`src/rtl/pcs_pkg.sv`:
```
// Shared helpers for the PCS datapath blocks: bit-width math and the
// shift selection used by the gearbox residue buffer.
package pcs_pkg;

    function automatic int clog2(input int v);
        int r;
        r = 0;
        for (int i = 0; i < 31; i++) begin
            if ((1 << i) < v) r = i + 1;
        end
        return r;
    endfunction

    function automatic int cap_bits(input int din_w, input int dout_w);
        return din_w + dout_w;
    endfunction

    function automatic int fill_bits(input int din_w, input int dout_w);
        return clog2(cap_bits(din_w, dout_w) + 1);
    endfunction

    // bit 1: remove one output word, bit 0: drop one slipped bit
    typedef enum logic [1:0] {
        SH_NONE      = 2'b00,
        SH_SLIP      = 2'b01,
        SH_WORD      = 2'b10,
        SH_WORD_SLIP = 2'b11
    } shift_sel_e;

endpackage

```
`src/rtl/gb_bit_shifter.sv`:
```
// Right shift of the residue buffer by 0, 1, STEP or STEP+1 bits; the word
// removal is applied before the slip drop.
module gb_bit_shifter
    import pcs_pkg::*;
#(
    parameter int W    = 98,
    parameter int STEP = 32
) (
    input  logic [W-1:0] data_i,
    input  shift_sel_e   sel_i,
    output logic [W-1:0] data_o
);

    logic [W-1:0] word_sh;

    always_comb begin
        word_sh = data_i;
        data_o  = data_i;
        if (sel_i == SH_WORD || sel_i == SH_WORD_SLIP) word_sh = data_i >> STEP;
        data_o = word_sh;
        if (sel_i == SH_SLIP || sel_i == SH_WORD_SLIP) data_o = word_sh >> 1;
    end

endmodule

```
`src/rtl/gearbox_param.sv`:
```
// DIN_W -> DOUT_W word stream converter with LSB-first residue buffer,
// valid/ready on both sides and a one-deep pending bit-slip.
module gearbox_param
    import pcs_pkg::*;
#(
    parameter int DIN_W  = 66,
    parameter int DOUT_W = 32
) (
    input  logic              clk,
    input  logic              arst,
    input  logic [DIN_W-1:0]  din,
    input  logic              din_valid,
    output logic              din_ready,
    input  logic              slip,
    output logic [DOUT_W-1:0] dout,
    output logic              dout_valid,
    input  logic              dout_ready
);

    localparam int CAP    = cap_bits(DIN_W, DOUT_W);
    localparam int FILL_W = fill_bits(DIN_W, DOUT_W);
    localparam logic [FILL_W-1:0] DIN_F  = FILL_W'(DIN_W);
    localparam logic [FILL_W-1:0] DOUT_F = FILL_W'(DOUT_W);
    localparam logic [FILL_W-1:0] ONE_F  = FILL_W'(1);

    logic [CAP-1:0]    sbuf_q, sbuf_d, shifted, din_ext;
    logic [FILL_W-1:0] fill_q, fill_d, fill_rm, fill_sl;
    logic              pend_q, pend_d;
    logic              in_xfer, out_xfer, slip_go;
    shift_sel_e        sel;

    // Handshake outputs look only at registered state, never at the peer's strobes.
    always_comb begin
        din_ready  = (fill_q <= DOUT_F);
        dout_valid = (fill_q >= DOUT_F);
        dout       = sbuf_q[DOUT_W-1:0];
    end

    always_comb begin
        in_xfer  = din_valid & din_ready;
        out_xfer = dout_valid & dout_ready;
        fill_rm  = out_xfer ? (fill_q - DOUT_F) : fill_q;
        slip_go  = pend_q & (fill_rm != '0);
        fill_sl  = slip_go ? (fill_rm - ONE_F) : fill_rm;
        sel      = shift_sel_e'({out_xfer, slip_go});
    end

    gb_bit_shifter #(
        .W    (CAP),
        .STEP (DOUT_W)
    ) u_shift (
        .data_i (sbuf_q),
        .sel_i  (sel),
        .data_o (shifted)
    );

    // Bits at or above fill are always zero, so the append can simply OR in.
    always_comb begin
        din_ext = CAP'(din) << fill_sl;
        sbuf_d  = in_xfer ? (shifted | din_ext) : shifted;
        fill_d  = in_xfer ? (fill_sl + DIN_F) : fill_sl;
        pend_d  = slip_go ? 1'b0 : (pend_q | slip);
    end

    always_ff @(posedge clk or negedge arst) begin
        if (!arst) begin
            sbuf_q <= '0;
            fill_q <= '0;
            pend_q <= 1'b0;
        end else begin
            sbuf_q <= sbuf_d;
            fill_q <= fill_d;
            pend_q <= pend_d;
        end
    end

endmodule

```
`config.mk`:
```
export PLATFORM = sky130hd
export DESIGN_NAME = gearbox_param
export DESIGN_NICKNAME = d
export VERILOG_FILES = /design/src/rtl/pcs_pkg.sv /design/src/rtl/gb_bit_shifter.sv /design/src/rtl/gearbox_param.sv
export SDC_FILE = /design/constraint.sdc
export NUM_CORES = 1
export LEC_CHECK = 0
export CORE_AREA = 2 2 177 179
export DETAILED_ROUTE_END_ITERATION = 8
export DIE_AREA = 0 0 179 181
export HOLD_SLACK_MARGIN = 0.03
export PLACE_DENSITY = 0.68
export SYNTH_ARGS = -nofsm -noshare
export SYNTH_HDL_FRONTEND = slang
export SYNTH_SLANG_ARGS = --single-unit
```
`constraint.sdc`:
```
create_clock -name clk -period 5.6 [get_ports clk]
set_input_delay 1.4 -clock clk [delete_from_list [all_inputs] [get_ports clk]]
set_output_delay 1.4 -clock clk [all_outputs]
set_load 0.03 [all_outputs]
```
==> Yosys cells after proc, flatten, opt, wreduce, memory -nomap -nowiden <==
Index checks and enable logic that the tools add are counted.
{ "totals": {"regBits": 106, "elab_cells": 27} }
{ "op_classes": {"n_addsub": 3, "magnitude_cmp": 2, "n_eq_ne": 3, "n_shift": 1, "mux": 7, "bitwise_logic": 5, "reduce_logical": 3} }
{ "ops": {"columns": ["operator", "n"], "rows": [
  ["$mux 98", 3],
  ["$or 98x98->98", 1],
  ["$shl 66x7->98", 1],
  ["$mux 7", 3],
  ["$add 7x7->7 const B", 1],
  ["$ge 7x6->1 const B", 1],
  ["$le 7x6->1 const B", 1],
  ["$reduce_bool 7->1", 1],
  ["$sub 7x1->7 const B", 1],
  ["$sub 7x6->7 const B", 1],
  ["$eq 2x2->1 const B", 2],
  ["$and 1x1->1", 3],
  ["$eq 2x1->1 const B", 1],
  ["$logic_or 1x1->1", 2],
  ["$mux 1", 1],
  ["$or 1x1->1", 1]
]} }

==> Longest topological paths before layout <==
Gate-level depths: netlist of the first run.
{ "depth": {"word_depth": 11, "mapped_depth": 18, "depth_no_buf": 13} }

==> Cells and area by module <==
Synthesis of the first run repeated with hierarchy kept, for this count alone.
{ "hier_totals": {"cells_unflattened": 1595, "hier_area_um2": 15150.8} }
{ "by_module_without_submodules": {"columns": ["module", "n_inst", "cells_each", "area_each_um2", "seq_area_each_um2"], "rows": [
  ["gearbox_param", 1, 1440, 12992.5, 2652.5],
  ["gb_bit_shifter", 1, 155, 2158.3, 0.0]
]} }

==> Worst setup path after synthesis of the first run <==
OpenSTA, ideal clock, no wires.
{ "synth_timing": {"path_kind": "reg2reg", "startpoint": "reg fill_q[1]", "endpoint": "reg sbuf_q[62]", "setup_time_ns": 0.083, "t_arrival_ns": 4.196, "required_ns": 5.517, "path_slack_ns": 1.321, "path_stages_with_launch": 17, "period_less_slack_ns": 4.279, "path_cell_list": "dfrtp_1 -> buf_2 -> clkinv_1 -> clkbuf_1 -> clkbuf_1 -> ha_1 -> nor4b_2 -> buf_2 -> nand2_1 -> o21ai_0 -> nand2_1 -> nor2_1 -> nand2_1 -> nor2_1 -> buf_2 -> a211oi_1 -> o21ai_0"} }
{ "synth_via": {"elab_cells_between_ends": 20, "cone_classes": "2 x add/sub; 2 x order compare; 3 x eq/ne; 1 x shift; 5 x mux; 4 x bitwise; 3 x reduce/logical"} }
{ "synth_rtl": {"columns": ["element", "line", "rtl"], "rows": [
  ["start: declaration", "gearbox_param.sv:27", "logic [FILL_W-1:0] fill_q, fill_d, fill_rm, fill_sl;"],
  ["start signal: assignment", "gearbox_param.sv:72", "fill_q <= fill_d;"],
  ["$le 7x6->1", "gearbox_param.sv:34", "din_ready = (fill_q <= DOUT_F);"],
  ["net din_ready", "gearbox_param.sv:13", "output logic din_ready,"],
  ["$and 1x1->1", "gearbox_param.sv:40", "in_xfer = din_valid & din_ready;"],
  ["$mux 98", "gearbox_param.sv:60", "sbuf_d = in_xfer ? (shifted | din_ext) : shifted;"],
  ["net sbuf_d[62]", "gearbox_param.sv:26", "logic [CAP-1:0] sbuf_q, sbuf_d, shifted, din_ext;"],
  ["end signal: assignment", "gearbox_param.sv:71", "sbuf_q <= sbuf_d;"],
  ["end: declaration", "gearbox_param.sv:26", null]
]} }
The timed path passes the listed nets, and every way through them passes these cells.

==> Worst setup path after layout of the first run <==
{ "layout_timing": {"startpoint": "in dout_ready", "endpoint": "reg sbuf_q[90]"} }
{ "layout_via": {"elab_chain_cells": 10, "elab_cells_between_ends": 16, "cone_classes": "1 x add/sub; 3 x eq/ne; 1 x shift; 5 x mux; 3 x bitwise; 3 x reduce/logical"} }
{ "layout_rtl": {"columns": ["element", "line", "rtl"], "rows": [
  ["start: declaration", "gearbox_param.sv:17", "input logic dout_ready"],
  ["$and 1x1->1 (*)", "gearbox_param.sv:41", "out_xfer = dout_valid & dout_ready;"],
  ["parallel branches: the longest is 8 deep, another holds $sub 7x1->7", null, null],
  ["$mux 98 (*)", "gearbox_param.sv:60", null],
  ["net sbuf_d[90]", "gearbox_param.sv:26", null]
]} }
Mark *: on every way through the listed nets, which the timed path passes.

==> results.tsv, run 1 <==
stage	metric	value	unit
outcome	status	complete, no violations	
cts	Clock Latency Late Sink	360	ps
floorplan	Die Ht	181	um
logic_synthesis	Synth Cell Area	13600	um^2
global_route	first-pass GRT wire length	91300	um
sta	setup TNS	0	ps
floorplan	Core Region	30300	um^2
sta	slew at the pin with the worst max-slew slack	1180	ps
logic_synthesis	YS warnings	0	
finish	Synth-to-Final Area Change	11.0	%
global_route	global route hottest layer	met2	
cts	CTS H-tree lvls	3	
cts	post-cts sizing count	0	
setup_path	CP max stage cell	a2111oi_0	
logic_synthesis	Async SR Flop Fraction	1.00	
sta	hold_ws	562	ps
global_route	antenna violations before repair	0	
floorplan	die area	32400	um^2
hold_path	Hold WC Path Type	flip-flop to flip-flop	
logic_synthesis	syn_area_per_cell	7.68	um^2
global_route	GR Util met3	0.0577	
place	Buffers on Ports	104	
job	max cap viols	0	
setup_path	worst stage delay on the critical path	990	ps
global_route	largest net degree at the start of global routing	148	
setup_path	CP bufs+invs	2	
setup_path	crit-path cells	clkdlybuf4s50_1 > nand2_1 > a211oi_4 > o21a_2 > nor2_4 > o21ai_2 > buf_4 > mux2_2 > a2111oi_0 > nor3_1 > o221ai_1	
detailed_routing	DRT Wirelength	60100	um
finish	Final nets	1848	
floorplan	I/O Pins	105	
setup_path	CP Capture Type	flip-flop	
cts	clk sinks	106	
logic_synthesis	post-synth cell types	100	
floorplan	FP Rows	64	
detailed_routing	DR WL/cell	27.6	um
cts	Clk pin slew, worst setup/hold paths	80	ps
setup_path	CP max FO	15	
detailed_routing	drt initial violations	1777	
logic_synthesis	register area share after synthesis	0.195	
detailed_routing	DRT antenna net count	0	
detailed_routing	via count	14900	
logic_synthesis	number of synthesized flops with an enable pin	0	
setup_path	CP top delay family	compound AO/OA/AOI/OAI gates	
finish	fillcell total	3022	
sta	clock skew	12.5	ps
place	RD Place Congestion	1.07	
logic_synthesis	Synth Flop Type	dfrtp_1	
cts	CTS tree	yes	
pwr	Peak VDD IR	0.348	mV
detailed_routing	DR pass1 iterations	6	
sta	final setup fails	0	
finish	final core utilization	0.497	
place	hpwl dp	45400	um
cts	Bufs on Longest Clock Path	2	
sta	final slew viol count	0	
detailed_routing	Via density	6.84	
sta	period utilisation layout	0.931	
pwr	leakage dissipation	6.36	nW
sta	Final Hold Viols	0	
finish	n_diodes	0	
sta	f_max	0.192	GHz
floorplan	Starting Density	0.448	
logic_synthesis	syn nets	1844	
sta	max_slew headroom	0.213	
setup_path	Crit path required time	5860	ps
global_route	met2 Usage GRT	0.575	
place	Post-Place Cells	2159	
finish	share of cells above drive strength 1	0.139	
sta	RSZ-0062 raised after global routing	false	
logic_synthesis	Synth Register Bits	106	
cts	clock root cell	clkbuf_16	
setup_path	WS Path Type	primary input to flip-flop	
cts	hold buffers post-CTS	0	
sta	Period minus WS final	5210	ps
setup_path	Worst EP arrival	5470	ps
cts	total CTS buffers	9	
global_route	vias in the first global route	14200	
floorplan	Die X	179	um
global_route	gr usage total	0.370	
setup_path	Critical Path Start Type	primary input	
pwr	P per Cell Area	771	nW/um^2
detailed_routing	drt drc	0	
cts	Post-CTS Setup Repair Bufs	0	
global_route	grt total ovfl	0	
finish	final non-filler cell total	2175	
global_route	met1 Use GR	0.507	
logic_synthesis	post-synthesis instance total	1770	
power by group:
part	switching, mW	internal [mW]
Combinational	6.17	3.38
Sequential	0.297	1.10
Clock	0.304	0.385
layout make-up:
class | instances | area [um^2] | share of cell area
repair buffers | 185 | 1710 | 0.113
well taps | 396 | 495 | 0.0328
clock inverters | 3 | 46.3 | 0.00307
flip-flops and latches | 106 | 2660 | 0.176
inverters | 16 | 60.1 | 0.00398
clock buffers | 13 | 270 | 0.0179
multi-input cells | 1456 | 9850 | 0.653
synthesized netlist by cell type (8+ instances only):
| cell | instances | area share |
|---|---|---|
| a211o_1 | 15 | 0.0097 |
| a211oi_1 | 23 | 0.013 |
| a21o_1 | 16 | 0.0088 |
| a21oi_1 | 119 | 0.044 |
| a221oi_1 | 16 | 0.010 |
| a222oi_1 | 8 | 0.0059 |
| a22oi_1 | 13 | 0.0072 |
| a31oi_1 | 16 | 0.0074 |
| and2_1 | 14 | 0.0064 |
| and3_1 | 17 | 0.0078 |
| buf_1 | 13 | 0.0036 |
| buf_2 | 73 | 0.027 |
| buf_4 | 41 | 0.023 |
| clkbuf_1 | 55 | 0.015 |
| dfrtp_1 | 106 | 0.20 |
| inv_1 | 13 | 0.0036 |
| mux2_2 | 45 | 0.037 |
| mux2i_1 | 178 | 0.13 |
| mux4_2 | 24 | 0.040 |
| nand2_1 | 327 | 0.090 |
| nand2b_1 | 12 | 0.0055 |
| nand3_1 | 42 | 0.015 |
| nand4_1 | 8 | 0.0037 |
| nor2_1 | 139 | 0.038 |
| nor2b_1 | 15 | 0.0069 |
| nor3_1 | 22 | 0.0081 |
| o211ai_1 | 28 | 0.015 |
| o21a_1 | 12 | 0.0066 |
| o21ai_0 | 85 | 0.031 |
| o21ai_1 | 14 | 0.0052 |
| o221a_2 | 12 | 0.0099 |
| o221ai_1 | 34 | 0.022 |
| o22ai_1 | 36 | 0.017 |
| or3_1 | 12 | 0.0055 |
path summary, 6_finish.rpt:
kind | startpoint | endpoint | slack, ps | cells past startpoint
max in group asynchronous | arst | sbuf_q[91] | 3340 | 2
min in group asynchronous | arst | sbuf_q[97] | 1220 | 1
worst min register to register | sbuf_q[97] | sbuf_q[97] | 560 | 2
worst min-delay path | sbuf_q[97] | sbuf_q[97] | 560 | 2
worst max-delay path | dout_ready | sbuf_q[90] | 390 | 11
worst max register to register | fill_q[5] | sbuf_q[90] | 1150 | 12
kinds of logic after synthesis:
| logic type | synth area share |
|---|---|
| flip-flops | 0.195 |
| XOR/XNOR | 0.00451 |
| adder cells (fa/ha/maj) | 0.00276 |
| AND/OR/NAND/NOR | 0.205 |
| AO/OA/AOI/OAI | 0.293 |
| multiplexers | 0.217 |
| buffers and inverters | 0.0829 |
cell usage in the layout (no fill, tap or decap), types with 7 or more instances in the layout:
cell type	count
clkbuf_16	9
a31oi_1	16
a221o_1	7
o221a_2	12
and3_1	17
o211ai_1	28
or3_1	12
a21oi_1	118
nor2_1	139
mux2_2	45
a211o_1	15
nor2b_1	15
inv_1	12
o22ai_1	36
a2111oi_0	7
a22oi_1	13
nand2b_1	11
o21ai_1	14
clkdlybuf4s50_1	102
o22a_1	7
a222oi_1	8
nor3_1	21
nand4_1	8
dfrtp_1	104
mux4_2	24
o21a_1	11
mux2i_1	178
nand3_1	42
o221ai_1	34
nand2_1	326
a21o_1	15
buf_4	78
and2_1	14
o21bai_1	7
a221oi_1	16
o21ai_0	85
a211oi_1	23
metal layers:
| metal | part of all wire | wire length [um] |
|---|---|---|
| met5 | 0 | 0 |
| met4 | 0.045 | 2720 |
| met3 | 0.090 | 5380 |
| met2 | 0.45 | 27100 |
| met1 | 0.41 | 24900 |
worst reg2reg max path, delay by kind of cell (launching register included):
kind | cells | cell delay (ps)
buf+inv | 2 | 300
mux | 1 | 380
fa+ha+maj | 1 | 370
simple gates | 3 | 470
compound gates | 5 | 2300
flops | 1 | 550
per-stage QoR:
stage / power, mW / worst slack, ps / area [um^2]
after floorplan: 7.62 / 1320 / 13600
after global placement: 10.6 / 238 / 14800
after detailed placement: 10.6 / 195 / 14800
after CTS: 11.3 / 544 / 15100
after global routing: 12.2 / 322 / 15100
final: 11.6 / 389 / 15100
sequential cells by signal, summed over array words and instances, names as in the netlist:
register / cells
sbuf_q: 98
pend_q: 1
fill_q: 7
No activity file was read; power rests on OpenSTA's default activity.
==> run 2, diff against run 1 <==
--- a/config.mk
+++ b/config.mk
@@ -5,9 +5,10 @@
 export SDC_FILE = /design/constraint.sdc
 export NUM_CORES = 1
 export LEC_CHECK = 0
-export CORE_AREA = 2 2 177 179
+export CORE_AREA = 2 2 187 170
 export DETAILED_ROUTE_END_ITERATION = 8
-export DIE_AREA = 0 0 179 181
+export DIE_AREA = 0 0 189 172
+export GPL_ROUTABILITY_DRIVEN = 0
 export HOLD_SLACK_MARGIN = 0.03
 export PLACE_DENSITY = 0.68
 export SYNTH_ARGS = -nofsm -noshare
==> run 2 against run 1 <==
The run now ends with design-rule violations left. Register-to-register slack worse by 20 ps. Total power down 2.9%. Sequential share of layout area up 0.14 points. Sequential power about the same. Cell count unchanged. Final area down 0.76%. Non-clock buffer count down 12. Clock skew down 7.7 ps. Critical path type unchanged. Largest cell class unchanged. Largest power group unchanged. Highest routed layer unchanged.
==> results.tsv, run 2 (synthesized netlist as in run 1, its figures left out) <==
stage	metric	value	unit	change
pwr	P per Cell Area	755	nW/um^2	-2.1%
detailed_routing	via count	15000		+1.1%
hold_path	hold depth	2		unchanged
setup_path	crit path to	sbuf_q[70]		
global_route	gr usage total	0.333		-0.0374
finish	Synth-to-Final Area Change	10.1	%	
setup_path	CP Launch Point	dout_ready		
pwr	switching part of the total power	0.578		-0.00339
setup_path	CP bufs+invs	1		-1
sta	clock skew	4.77	ps	-7.68 ps
detailed_routing	DR WL/cell	25.2	um	-8.8%
setup_path	CP max stage cell	clkdlybuf4s50_1		
setup_path	worst-case reg-to-reg path depth	12		unchanged
setup_path	FF-to-FF setup slack	1130	ps	-20 ps
pwr	clock network power share	0.063		+0.004
pwr	sequential share of power	0.122		+0.002
place	Post-DP Area	14600	um^2	-0.81%
floorplan	FP Rows	61		-4.7%
pwr	P_sw	6.54	mW	-3.4%
cts	Post-CTS Setup Repair Bufs	0		unchanged
cts	clk sinks	106		unchanged
setup_path	end of the worst register-to-register path	sbuf_q[70]		
setup_path	worst stage delay on the critical path	650	ps	-340 ps
floorplan	Core Region	30600	um^2	+0.85%
sta	period utilisation layout	0.924		-0.00618
finish	commonest non-fill, non-tap cells in the layout	nand2_1, mux2i_1, nor2_1		
setup_path	WS Path Type	primary input to flip-flop		
setup_path	RR Startpoint	fill_q[5]		
detailed_routing	drt initial violations	2784		+57%
outcome	status	finished, violations left		
cts	post-cts sizing count	0		unchanged
floorplan	Die Ht	172	um	-5.0%
finish	biggest regs	sbuf_q: 98 flops, fill_q: 7 flops, pend_q: 1 flops		
job	max cap viols	0		unchanged
setup_path	CP dominant cell by count	mux2i_1		
cts	CTS H-tree lvls	3		unchanged
global_route	first-pass GRT wire length	84300	um	-7.6%
pwr	Peak VDD IR	0.310	mV	-11%
setup_path	CP max FO	9		-6
cts	clock root cell	clkbuf_16		
pwr	internal power	4.77	mW	-2.1%
pwr	leakage dissipation	6.29	nW	-1.1%
finish	Most flops, register	sbuf_q		
setup_path	Worst EP arrival	5450	ps	-20 ps
sta	f_max	0.193	GHz	+0.67%
sta	RSZ-0062 raised after global routing	false		
cts	Bufs on Longest Clock Path	2		unchanged
sta	slew at the pin with the worst max-slew slack	1220	ps	+44.7 ps
detailed_routing	DR pass1 iterations	9		+3
hold_path	HP Start	sbuf_q[97]		
sta	Final Hold Viols	0		unchanged
pwr	Comb pwr share	0.815		-0.006
finish	Final nets	1836		-0.65%
cts	Clock Latency Late Sink	360	ps	about the same
cts	hold buffers post-CTS	0		unchanged
global_route	largest net degree at the start of global routing	97		-34%
detailed_routing	DRT Wirelength	54800	um	-8.8%
floorplan	Die X	189	um	+5.6%
sta	max_slew headroom	0.183		-0.0299
finish	share of cells above drive strength 1	0.131		-0.00803
place	Buffers on Ports	104		unchanged
finish	leading cell type in the layout, fill and taps excluded	nand2_1		
setup_path	crit-path cells	clkdlybuf4s50_1 > nand2_1 > a211oi_4 > or2_0 > o22a_2 > o22ai_1 > nor4_2 > mux2i_1 > mux2i_1 > mux2i_1 > o221ai_1		
setup_path	WP depth	11		unchanged
global_route	vias in the first global route	14100		-0.41%
setup_path	CP top delay family	simple AND/OR/NAND/NOR gates		
finish	fin area	15000	um^2	-0.76%
detailed_routing	Via density	6.92		+1.1%
sta	Period minus WS final	5180	ps	-34.6 ps
cts	total CTS buffers	9		unchanged
cts	CTS tree	yes		
global_route	antenna violations before repair	0		unchanged
floorplan	die area	32500	um^2	+0.34%
hold_path	Hold WC Path Type	flip-flop to flip-flop		
outcome	failing checks	design-rule violations		
setup_path	CP Capture Type	flip-flop		
finish	max reg flops	98		unchanged
detailed_routing	drt drc	7		+7
sta	final slew viol count	0		unchanged
floorplan	Starting Density	0.444		-0.00375
finish	n_diodes	0		unchanged
global_route	grt total ovfl	0		unchanged
setup_path	Crit path required time	5880	ps	+20 ps
sta	setup TNS	0	ps	unchanged
floorplan	I/O Pins	105		unchanged
setup_path	Critical Path Start Type	primary input		
cts	Clk pin slew, worst setup/hold paths	70	ps	about the same
sta	final setup fails	0		unchanged
detailed_routing	DRT antenna net count	0		unchanged
place	hpwl dp	40400	um	-11%
run 2: cell count changes in the layout (fill, tap and decap cells not counted), sizes merged:
| cell | delta |
|---|---|
| clkdlybuf4s50 | +1 |
| buf | -13 |
| clkinv | -1 |
| bufinv | +1 |
| clkinvlp | -1 |
run 2: stage by stage:
step	util	power, mW	std cells	setup slack, ps	hold WS, ps
after floorplan	-	7.62	1770	1320	498
after global placement	0.479	10.1	2160	221	553
after detailed placement	0.479	10.2	2160	238	537
after CTS	0.489	10.9	2175	614	548
after global routing	0.489	11.8	2175	353	565
final	0.489	11.3	2175	423	554
run 2: cell type report:
class	instances	area [um^2]
fill	2962	15600
multi-input combinational	1456	9840
inverter	16	60.1
clock buffer	13	260
sequential	106	2660
timing repair buffer	173	1580
clock inverter	2	60.1
tap	409	512
run 2: how the worst min path moves through the flow:
| stage | slack [ps] | to |
|---|---|---|
| after detailed placement | 540 | sbuf_q[97] |
| final | 550 | sbuf_q[97] |
| after floorplan | 500 | sbuf_q[97] |
| after CTS | 550 | sbuf_q[97] |
| after global placement | 550 | sbuf_q[97] |
| after global routing | 570 | sbuf_q[97] |
run 2: power groups by stage:
stage / sequential (mW) / combinational, mW / clock [mW]
after floorplan: 1.26 / 6.35 / 0
after global placement: 1.38 / 8.69 / 0
after detailed placement: 1.38 / 8.78 / 0
after CTS: 1.37 / 8.81 / 0.714
after global routing: 1.42 / 9.62 / 0.748
final: 1.38 / 9.21 / 0.711
run 2: worst reg2reg max path, cell delays in order, from the launching register on:
cell and delay (ps):
dfrtp_1 540, inv_1 110, ha_1 370, nand2_1 110
a211oi_4 440, or2_0 580, o22a_2 390, o22ai_1 120
nor4_2 550, mux2i_1 260, mux2i_1 480, mux2i_1 210
o221ai_1 200
run 2: routing by layer:
metal,track usage,share of wire,up-vias,wire (um)
li1,-,-,6577,-
met1,0.433,0.39,7054,21300
met2,0.510,0.43,1148,23600
met3,0.0885,0.12,265,6840
met4,0.167,0.057,0,3140
met5,0,0,-,0
==> run 3, diff against run 2 <==
--- a/config.mk
+++ b/config.mk
@@ -14,3 +14,4 @@
 export SYNTH_ARGS = -nofsm -noshare
 export SYNTH_HDL_FRONTEND = slang
 export SYNTH_SLANG_ARGS = --single-unit
+export TNS_END_PERCENT = 50
==> results of run 3 <==
The final DEF is identical to that of run 2; final timing and power are the same.
